`config.mk`:
```
export PLATFORM = sky130hd
export DESIGN_NAME = protocol_state_machine
export DESIGN_NICKNAME = d
export VERILOG_FILES = /design/src/rtl/protocol_state_machine.sv
export SDC_FILE = /design/constraint.sdc
export NUM_CORES = 1
export LEC_CHECK = 0
export ABC_AREA = 1
export BUFFER_PORTS_ARGS = -buffer_cell sky130_fd_sc_hd__buf_2
export CORE_AREA = 2 2 39 41
export DETAILED_ROUTE_END_ITERATION = 7
export DIE_AREA = 0 0 41 43
export SYNTH_ARGS = -nofsm -noshare
export SYNTH_HDL_FRONTEND = slang
export SYNTH_SLANG_ARGS = --single-unit
```
`constraint.sdc`:
```
create_clock -name clk -period 0.9 [get_ports clk]
set_input_delay 0.135 -clock clk [delete_from_list [all_inputs] [get_ports clk]]
set_output_delay 0.135 -clock clk [all_outputs]
set_load 0.03 [all_outputs]
```
`src/rtl/protocol_state_machine.sv`:
```
`default_nettype none
// ============================================================================
//  Module   : protocol_state_machine
//  Purpose  : Slave-side four-phase req/ack handshake controller with a
//             single data register. Advertises ready while idle, captures
//             data_in on an accepted request, holds ack until req drops,
//             then spends one recovery cycle before becoming ready again.
//  Ports    : clk      - system clock, rising edge active
//             rst      - asynchronous active-high reset
//             req      - level-sensitive request from the master
//             data_in  - request payload, sampled on the accepting edge
//             ack      - acknowledge, high while the transfer is held
//             ready    - block can accept a new request
//             data_out - last captured payload
//  Revision : 1.0 - initial release
// ============================================================================
module protocol_state_machine #(
  parameter int DATA_WIDTH = 8
) (
  input  logic                  clk,
  input  logic                  rst,
  input  logic                  req,
  input  logic [DATA_WIDTH-1:0] data_in,
  output logic                  ack,
  output logic                  ready,
  output logic [DATA_WIDTH-1:0] data_out
);

  typedef enum logic [1:0] {
    S_IDLE    = 2'b00,
    S_ACK     = 2'b01,
    S_RELEASE = 2'b10
  } state_t;

  state_t                r_state;
  logic                  r_ack;
  logic                  r_ready;
  logic [DATA_WIDTH-1:0] r_data_out;

  // Outputs are computed alongside the next state so every output is a flop
  // and no input reaches an output without passing through a register.
  always_ff @(posedge clk or posedge rst) begin
    if (rst) begin
      r_state    <= S_IDLE;
      r_ack      <= 1'b0;
      r_ready    <= 1'b1;
      r_data_out <= '0;
    end else begin
      case (r_state)
        S_IDLE: begin
          if (req) begin
            r_state    <= S_ACK;
            r_ack      <= 1'b1;
            r_ready    <= 1'b0;
            r_data_out <= data_in;
          end else begin
            r_state <= S_IDLE;
            r_ack   <= 1'b0;
            r_ready <= 1'b1;
          end
        end
        S_ACK: begin
          // Payload is frozen here; only the acceptance-edge value is kept.
          if (!req) begin
            r_state <= S_RELEASE;
            r_ack   <= 1'b0;
            r_ready <= 1'b0;
          end else begin
            r_state <= S_ACK;
            r_ack   <= 1'b1;
            r_ready <= 1'b0;
          end
        end
        S_RELEASE: begin
          // One unconditional recovery cycle; req is ignored.
          r_state <= S_IDLE;
          r_ack   <= 1'b0;
          r_ready <= 1'b1;
        end
        default: begin
          // Unused encoding recovers to IDLE.
          r_state <= S_IDLE;
          r_ack   <= 1'b0;
          r_ready <= 1'b1;
        end
      endcase
    end
  end

  assign ack      = r_ack;
  assign ready    = r_ready;
  assign data_out = r_data_out;

endmodule
`default_nettype wire

```
# --- Yosys cells after proc, flatten, opt, wreduce, memory -nomap -nowiden ---
# Index checks and enable logic that the tools add are counted.
# W data, S select, Z words.
totals:
  output_inout_bits: 10
  word_cells: 15
  regBits: 12
classes:
  reduce_logical: 3
  muxes: 7
  n_eq_ne: 1
op_table:
  columns: ["operator", "n"]
  rows:
  - ["$mux W1", 4]
  - ["$pmux W2 S2", 1]
  - ["$eq A2 B1 Y1 const B", 1]
  - ["$logic_not A2 Y1", 1]
  - ["$mux W2", 1]
  - ["$pmux W1 S2", 1]
  - ["$reduce_and A2 Y1", 1]
  - ["$reduce_or A2 Y1", 1]

# --- Longest topological paths before layout ---
# Gate-level depths: netlist of run 1.
depth:
  ltp_word: 3
  mapped_depth: 4

# --- Least setup slack after synthesis of run 1 ---
# OpenSTA, ideal clock, no wires.
synth_timing:
  path_type: "register to register"
  startpoint: "reg r_state[1]"
  endpoint: "reg r_data_out[0], in the netlist data_out[0]"
  setup_time_ns: 0.118
  synth_period_minus_slack_ns: 0.939
  t_arrival_ns: 0.821
  path_stages_with_launch: 5
  setup_slack_ns: -0.039
  path_buffers: 0
  path_cell_list: "dfrtp_1 -> nor2_4 -> nand2_4 -> nand2_1 -> nand2_1"
synth_between:
  elab_chain_len: 2
synth_rtl:
  columns: ["element", "line_no", "source"]
  rows:
  - ["start: declaration", "35", "state_t r_state;"]
  - ["start signal: assignment", "44", "r_state <= S_IDLE;"]
  - ["start signal: assignment", "52", "r_state <= S_ACK;"]
  - ["start signal: assignment", "57", "r_state <= S_IDLE;"]
  - ["$logic_not A2 Y1", "49", "case (r_state)"]
  - ["$reduce_and A2 Y1 (no line)", null, null]
  - ["end signal: assignment", "55", "r_data_out <= data_in;"]
  - ["end: declaration", "38", "logic [DATA_WIDTH-1:0] r_data_out;"]
# No other way between the ends.
# A chain may end at the register's enable or synchronous reset.

# --- Worst setup path in the final report of run 1 ---
layout_timing:
  startpoint: "reg r_ready, in the netlist ready"
  endpoint: "out ready"
layout_lines:
  columns: ["element", "line_no", "source"]
  rows:
  - ["start: declaration", "37", "logic r_ready;"]
  - ["start signal: assignment", "46", "r_ready <= 1'b1;"]
  - ["start signal: assignment", "54", "r_ready <= 1'b0;"]
  - ["start signal: assignment", "59", "r_ready <= 1'b1;"]
  - ["end: declaration", "25", "output logic ready,"]
# No word-level cell between the ends.

==> results of run 1 <==
state kept, by name (all words and copies together), names as in the netlist:
register,flops
ready,1
ack,1
data_out,8
r_state,2
cell usage after synthesis:
cell	count	area share
sky130_fd_sc_hd__nand2_1	16	0.13
sky130_fd_sc_hd__dfrtp_1	11	0.59
sky130_fd_sc_hd__nand3_1	8	0.086
sky130_fd_sc_hd__nor2_1	4	0.032
sky130_fd_sc_hd__inv_1	3	0.024
sky130_fd_sc_hd__buf_6	1	0.024
sky130_fd_sc_hd__dfstp_2	1	0.056
sky130_fd_sc_hd__nand2_4	1	0.024
sky130_fd_sc_hd__nor2_4	1	0.024
sky130_fd_sc_hd__nor3_1	1	0.011
logic make-up (layout without fill, tap and decap cells):
kind of cell / after synthesis / after routing / share of synthesized area
and+or+nand+nor: 31 / 31 / 0.306
DFF: 12 / 12 / 0.646
buffers and inverters: 4 / 35 / 0.0483
repair_timing:
action | 4_1_cts | 5_1_grt
buffers inserted | 2 | 2
resized for setup | 21 | 7
hold buffers | 1 | 0
setup endpoints to repair | 15 | 19
hold endpoints to repair | 11 | 0
pin swaps | 0 | 1
routing by layer:
metal / track usage / vias up / share of wire
met5: 0 / - / 0
li1: - / 209 / -
met1: 0.155 / 190 / 0.42
met4: 0.100 / 0 / 0.018
met2: 0.228 / 12 / 0.51
met3: 0.0314 / 2 / 0.051
worst paths after layout:
path	startpoint	end	slack, ps	depth (start not counted)
setup reg to reg	r_state[0]$_DFF_PP0_	data_out[5]$_DFFE_PP0P_	-30	4
hold reg to reg	data_out[4]$_DFFE_PP0P_	data_out[4]$_DFFE_PP0P_	510	2
min in group asynchronous	rst	r_state[1]$_DFF_PP0_	410	3
setup / recovery	ready$_DFF_PP1_	ready	-140	1
hold / removal	data_in[7]	data_out[7]$_DFFE_PP0P_	110	3
max in group asynchronous	rst	ready$_DFF_PP1_	150	3
stage by stage:
stage | total power [µW] | hold WS [ps] | worst slack (ps)
3_3_place_gp | 1020 | 160 | 12.7
6_report | 1510 | 111 | -139
3_5_place_dp | 1020 | 166 | -1.51
2_1_floorplan | 897 | -1.02 | -13.0
5_1_grt | 1600 | 121 | -174
4_1_cts | 1490 | 105 | -147
layout make-up:
cell class	instances	area, µm²
Clock buffer	4	26.3
Fill cell	122	631
Inverter	3	11.3
Multi-Input combinational cell	31	165
Sequential cell	12	302
Tap cell	16	20.0
Timing Repair Buffer	28	229
power by group through the flow:
| stage | clock network [µW] | registers (µW) | logic [µW] |
|---|---|---|---|
| after CTS | 350 | 666 | 470 |
| final | 332 | 672 | 508 |
| after global routing | 374 | 679 | 545 |
| after global placement | 0 | 657 | 360 |
| after detailed placement | 0 | 660 | 364 |
| after floorplan | 0 | 801 | 96.7 |
==> impl_metrics.env, run 1 <==
export IMPL_run_status="finished with violations"
export IMPL_failing_checks="setup timing"
export IMPL_power_density_mw_per_mm2=2010
export IMPL_p_seq_frac=0.445
export IMPL_syn_cell_area_um2=467
export IMPL_ctsRootBufferMaster="sky130_fd_sc_hd__clkbuf_4"
export IMPL_finish_utilization=0.544
export IMPL_drtIter0Drc=5
export IMPL_worstPathRequired_ps=760
export IMPL_finalSetupViolations=17
export IMPL_timing_critical_path_buf_inv=1
export IMPL_dpl_cell_count=85
export IMPL_fin_nets=90
export IMPL_post_drt_antenna_nets=0
export IMPL_p_leak_uw=0.000409
export IMPL_setup_repair_after_global_routing_missed_its_margin="yes"
export IMPL_setup_slack_ps=-139
export IMPL_final_setup_skew_ps=3.42
export IMPL_post_synth_cell_types=10
export IMPL_globalplace_congestion=0.746
export IMPL_yosys_warnings=0
export IMPL_achievable_frequency_ghz=0.963
export IMPL_p_int_uw=1020
export IMPL_p_clk_frac=0.219
export IMPL_fp_dieArea_mm2=0.00176
export IMPL_clockBufferDepth=2
export IMPL_numCtsBuffers=3
export IMPL_worstSkewPairLatency_ps=260
export IMPL_finalHoldViolCount=0
export IMPL_net_count_synth=58
export IMPL_vias_per_cell=4.39
export IMPL_pin_count=21
export IMPL_cp_slowest_stage_delay_ps=530
export IMPL_timing_slew_headroom=0.704
export IMPL_detailedRoute_firstPassIterationCount=4
export IMPL_timing_critical_path_max_delay_family="flip-flops"
export IMPL_grt_max_degree=13
export IMPL_cp_cell_sequence="buf_6"
export IMPL_crit_path_max_fanout=1
export IMPL_input_output_buffers=20
export IMPL_wire_per_inst_um=11.3
export IMPL_finalWorstPathRequiredPeriod_ps=1040
export IMPL_cts_max_level=1
export IMPL_post_dp_cell_area_um2=598
export IMPL_wl_um=1070
export IMPL_max_cap_violations=0
export IMPL_min_path_type="input port to flop"
export IMPL_net_switching_power_uw=488
export IMPL_power_share_switching=0.322
export IMPL_die_h_um=43
export IMPL_via_count_of_the_first_global_routing_pass=411
export IMPL_irDropWorstVdd_mv=0.892
export IMPL_share_of_layout_cells_above_drive_strength_1=0.513
export IMPL_hpwlAfterDp_um=725
export IMPL_cts_tree="built"
export IMPL_grt_remaining_overflow=0
export IMPL_timing_setup_critical_path_class="flop to primary output"
export IMPL_combinational_cell_fraction_of_total_power=0.336
export IMPL_final_cell_area_um2=753
export IMPL_vias=413
export IMPL_post_route_drc_count=0
export IMPL_number_of_register_bits_inferred_by_synthesis=12
export IMPL_path_clk_slew_ps=70
export IMPL_layout_cells_non_filler=94
export IMPL_synth_cells=47
export IMPL_setup_worst_path_start_class="flop"
export IMPL_post_route_period_util=1.15
export IMPL_final_max_slew_violation_count=0
export IMPL_core_mm2=0.00138
export IMPL_antenna_violations_before_repair=0
export IMPL_crit_path_top_delay_cell="sky130_fd_sc_hd__dfstp_2"
export IMPL_die_width_um=41
export IMPL_antenna_cells_inserted=0
export IMPL_gr_usage_all_layers=0.143
export IMPL_critPathArrivalTime_ps=900
export IMPL_finalSetupTns_ps=-606
export IMPL_area_growth_synth_to_final_pct=61.4
export IMPL_worstMarginPinSlew_ps=443
export IMPL_wire_length_of_the_first_global_routing_pass_um=1610
export IMPL_initial_core_util=0.337
export IMPL_end_kind="primary output"
export IMPL_most_common_layout_cells="sky130_fd_sc_hd__nand2_1, sky130_fd_sc_hd__dfrtp_1, sky130_fd_sc_hd__buf_6"
export IMPL_synth_area_per_cell_um2=9.93
export IMPL_core_rowCount=14
export IMPL_clock_sink_count=12
export IMPL_part_of_the_yosys_area_used_for_sequential_elements=0.646
(Power assumes the default switching activity.)
==> run 2: changes to the inputs <==
CTS_BUF_LIST = sky130_fd_sc_hd__clkbuf_16   (was unset)
RECOVER_POWER = 100   (was unset)
==> impl_metrics.env, run 2 (synthesized netlist as in run 1, its figures left out) <==
export IMPL_run_status="finished with violations"
export IMPL_failing_checks="setup timing"
export IMPL_cp_cell_sequence="buf_6"
export IMPL_fin_nets=89
export IMPL_path_clk_slew_ps=40
export IMPL_end_kind="primary output"
export IMPL_clockBufferDepth=2
export IMPL_grt_remaining_overflow=0
export IMPL_vias_per_cell=4.69
export IMPL_setup_repair_after_global_routing_missed_its_margin="yes"
export IMPL_detailedRoute_firstPassIterationCount=4
export IMPL_max_cap_violations=0
export IMPL_worstPathRequired_ps=760
export IMPL_finalWorstPathRequiredPeriod_ps=1010
export IMPL_final_max_slew_violation_count=0
export IMPL_crit_path_top_delay_cell="sky130_fd_sc_hd__dfstp_2"
export IMPL_power_density_mw_per_mm2=2470
export IMPL_irDropWorstVdd_mv=0.989
export IMPL_wire_length_of_the_first_global_routing_pass_um=1630
export IMPL_post_drt_antenna_nets=0
export IMPL_p_leak_uw=0.000426
export IMPL_top_usage_layer="met2"
export IMPL_gr_usage_all_layers=0.143
export IMPL_core_mm2=0.00138
export IMPL_cts_max_level=1
export IMPL_crit_path_max_fanout=1
export IMPL_layout_cells_non_filler=93
export IMPL_worstMarginPinSlew_ps=451
export IMPL_fp_dieArea_mm2=0.00176
export IMPL_min_path_type="input port to flop"
export IMPL_post_route_period_util=1.12
export IMPL_via_count_of_the_first_global_routing_pass=418
export IMPL_setup_worst_path_start_class="flop"
export IMPL_finalHoldViolCount=0
export IMPL_pin_count=21
export IMPL_hpwlAfterDp_um=725
export IMPL_cts_tree="built"
export IMPL_post_route_drc_count=0
export IMPL_timing_slew_headroom=0.699
export IMPL_die_width_um=41
export IMPL_achievable_frequency_ghz=0.994
export IMPL_whs_ps=138
export IMPL_core_rowCount=14
export IMPL_antenna_cells_inserted=0
export IMPL_groute_layer_met2_usage=0.216
export IMPL_finalSetupViolations=14
export IMPL_timing_critical_path_buf_inv=1
export IMPL_area_growth_synth_to_final_pct=71.0
export IMPL_grt_max_degree=13
export IMPL_ctsRootBufferMaster="sky130_fd_sc_hd__clkbuf_16"
export IMPL_worstSkewPairLatency_ps=240
export IMPL_grt_util_met1=0.158
export IMPL_globalplace_congestion=0.746
export IMPL_input_output_buffers=20
export IMPL_antenna_violations_before_repair=0
export IMPL_drtIter0Drc=8
export IMPL_die_h_um=43
export IMPL_dpl_cell_count=85
export IMPL_numCtsBuffers=3
export IMPL_final_fill_count=117
export IMPL_cp_slowest_stage_delay_ps=520
export IMPL_timing_setup_critical_path_class="flop to primary output"
export IMPL_wire_per_inst_um=11.4
export IMPL_critPathArrivalTime_ps=870
export IMPL_clock_sink_count=12
export IMPL_final_setup_skew_ps=2.06
export IMPL_most_common_layout_cells="sky130_fd_sc_hd__dfrtp_1, sky130_fd_sc_hd__buf_2, sky130_fd_sc_hd__buf_6"
export IMPL_initial_core_util=0.337
export IMPL_vias=436
export IMPL_timing_critical_path_max_delay_family="flip-flops"
export IMPL_setup_slack_ps=-106
export IMPL_largest_register_ffs=8
export IMPL_gr_usage_met3=0.0471
export IMPL_share_of_layout_cells_above_drive_strength_1=0.545
export IMPL_wl_um=1060
## run 2: changes by cell type in the layout (fill, tap and decap cells not counted), sizes merged
cell  change
buf       -2
inv       +1
## run 2: cell type report
type	instances	area (µm²)	area share
clock buffer	3	75.1	0.0940
clock inverter	1	3.75	0.00470
sequential	12	302	0.378
tap	16	20.0	0.0251
multi-input combinational	31	175	0.219
timing repair buffer	27	211	0.265
inverter	3	11.3	0.0141
## run 2: final timing paths
kind	startpoint	endpoint	slack, ps	cells past startpoint
max in group asynchronous	rst	ready$_DFF_PP1_	120	3
min reg2reg	data_out[0]$_DFFE_PP0P_	data_out[0]$_DFFE_PP0P_	500	2
max	ready$_DFF_PP1_	ready	-110	1
min in group asynchronous	rst	data_out[6]$_DFFE_PP0P_	450	3
min	data_in[3]	data_out[3]$_DFFE_PP0P_	140	3
max reg2reg	r_state[0]$_DFF_PP0_	data_out[5]$_DFFE_PP0P_	-40	4
## run 2: power by group
part | total [µW] | internal (µW) | switching [µW]
clock network | 796 | 583 | 213
logic | 503 | 230 | 273
registers | 674 | 618 | 56.1
## run 2: metrics by stage
step	utilization	setup slack (ps)	instance area [µm²]	total power, µW	TNS (ps)
after floorplan	-	-13.0	467	897	-104
after global placement	0.432	12.7	598	1020	0
after detailed placement	0.432	-1.51	598	1020	-1.51
after CTS	0.545	-110	754	1940	-204
after global routing	0.577	-127	798	2060	-819
final	0.577	-106	798	1970	-336
## run 2: per-layer routing
metal  up-vias  wire (µm)
li1        210          -
met1       208        415
met2        14        566
met3         4         52
met4         0         25
met5         -          0
## run 2: worst min-delay path: cells and delay by family
| family | cells | cell delay (ps) |
|---|---|---|
| simple gates | 2 | 130 |
| buf+inv | 1 | 80 |
## run 2: timing repair
action | 4_1_cts | 5_1_grt
hold buffers | 1 | 0
setup buffers | 1 | 2
endpoints found under the hold margin | 11 | 0
endpoints found under the setup margin | 12 | 18
pin swaps | 1 | 3
resized for setup | 19 | 11
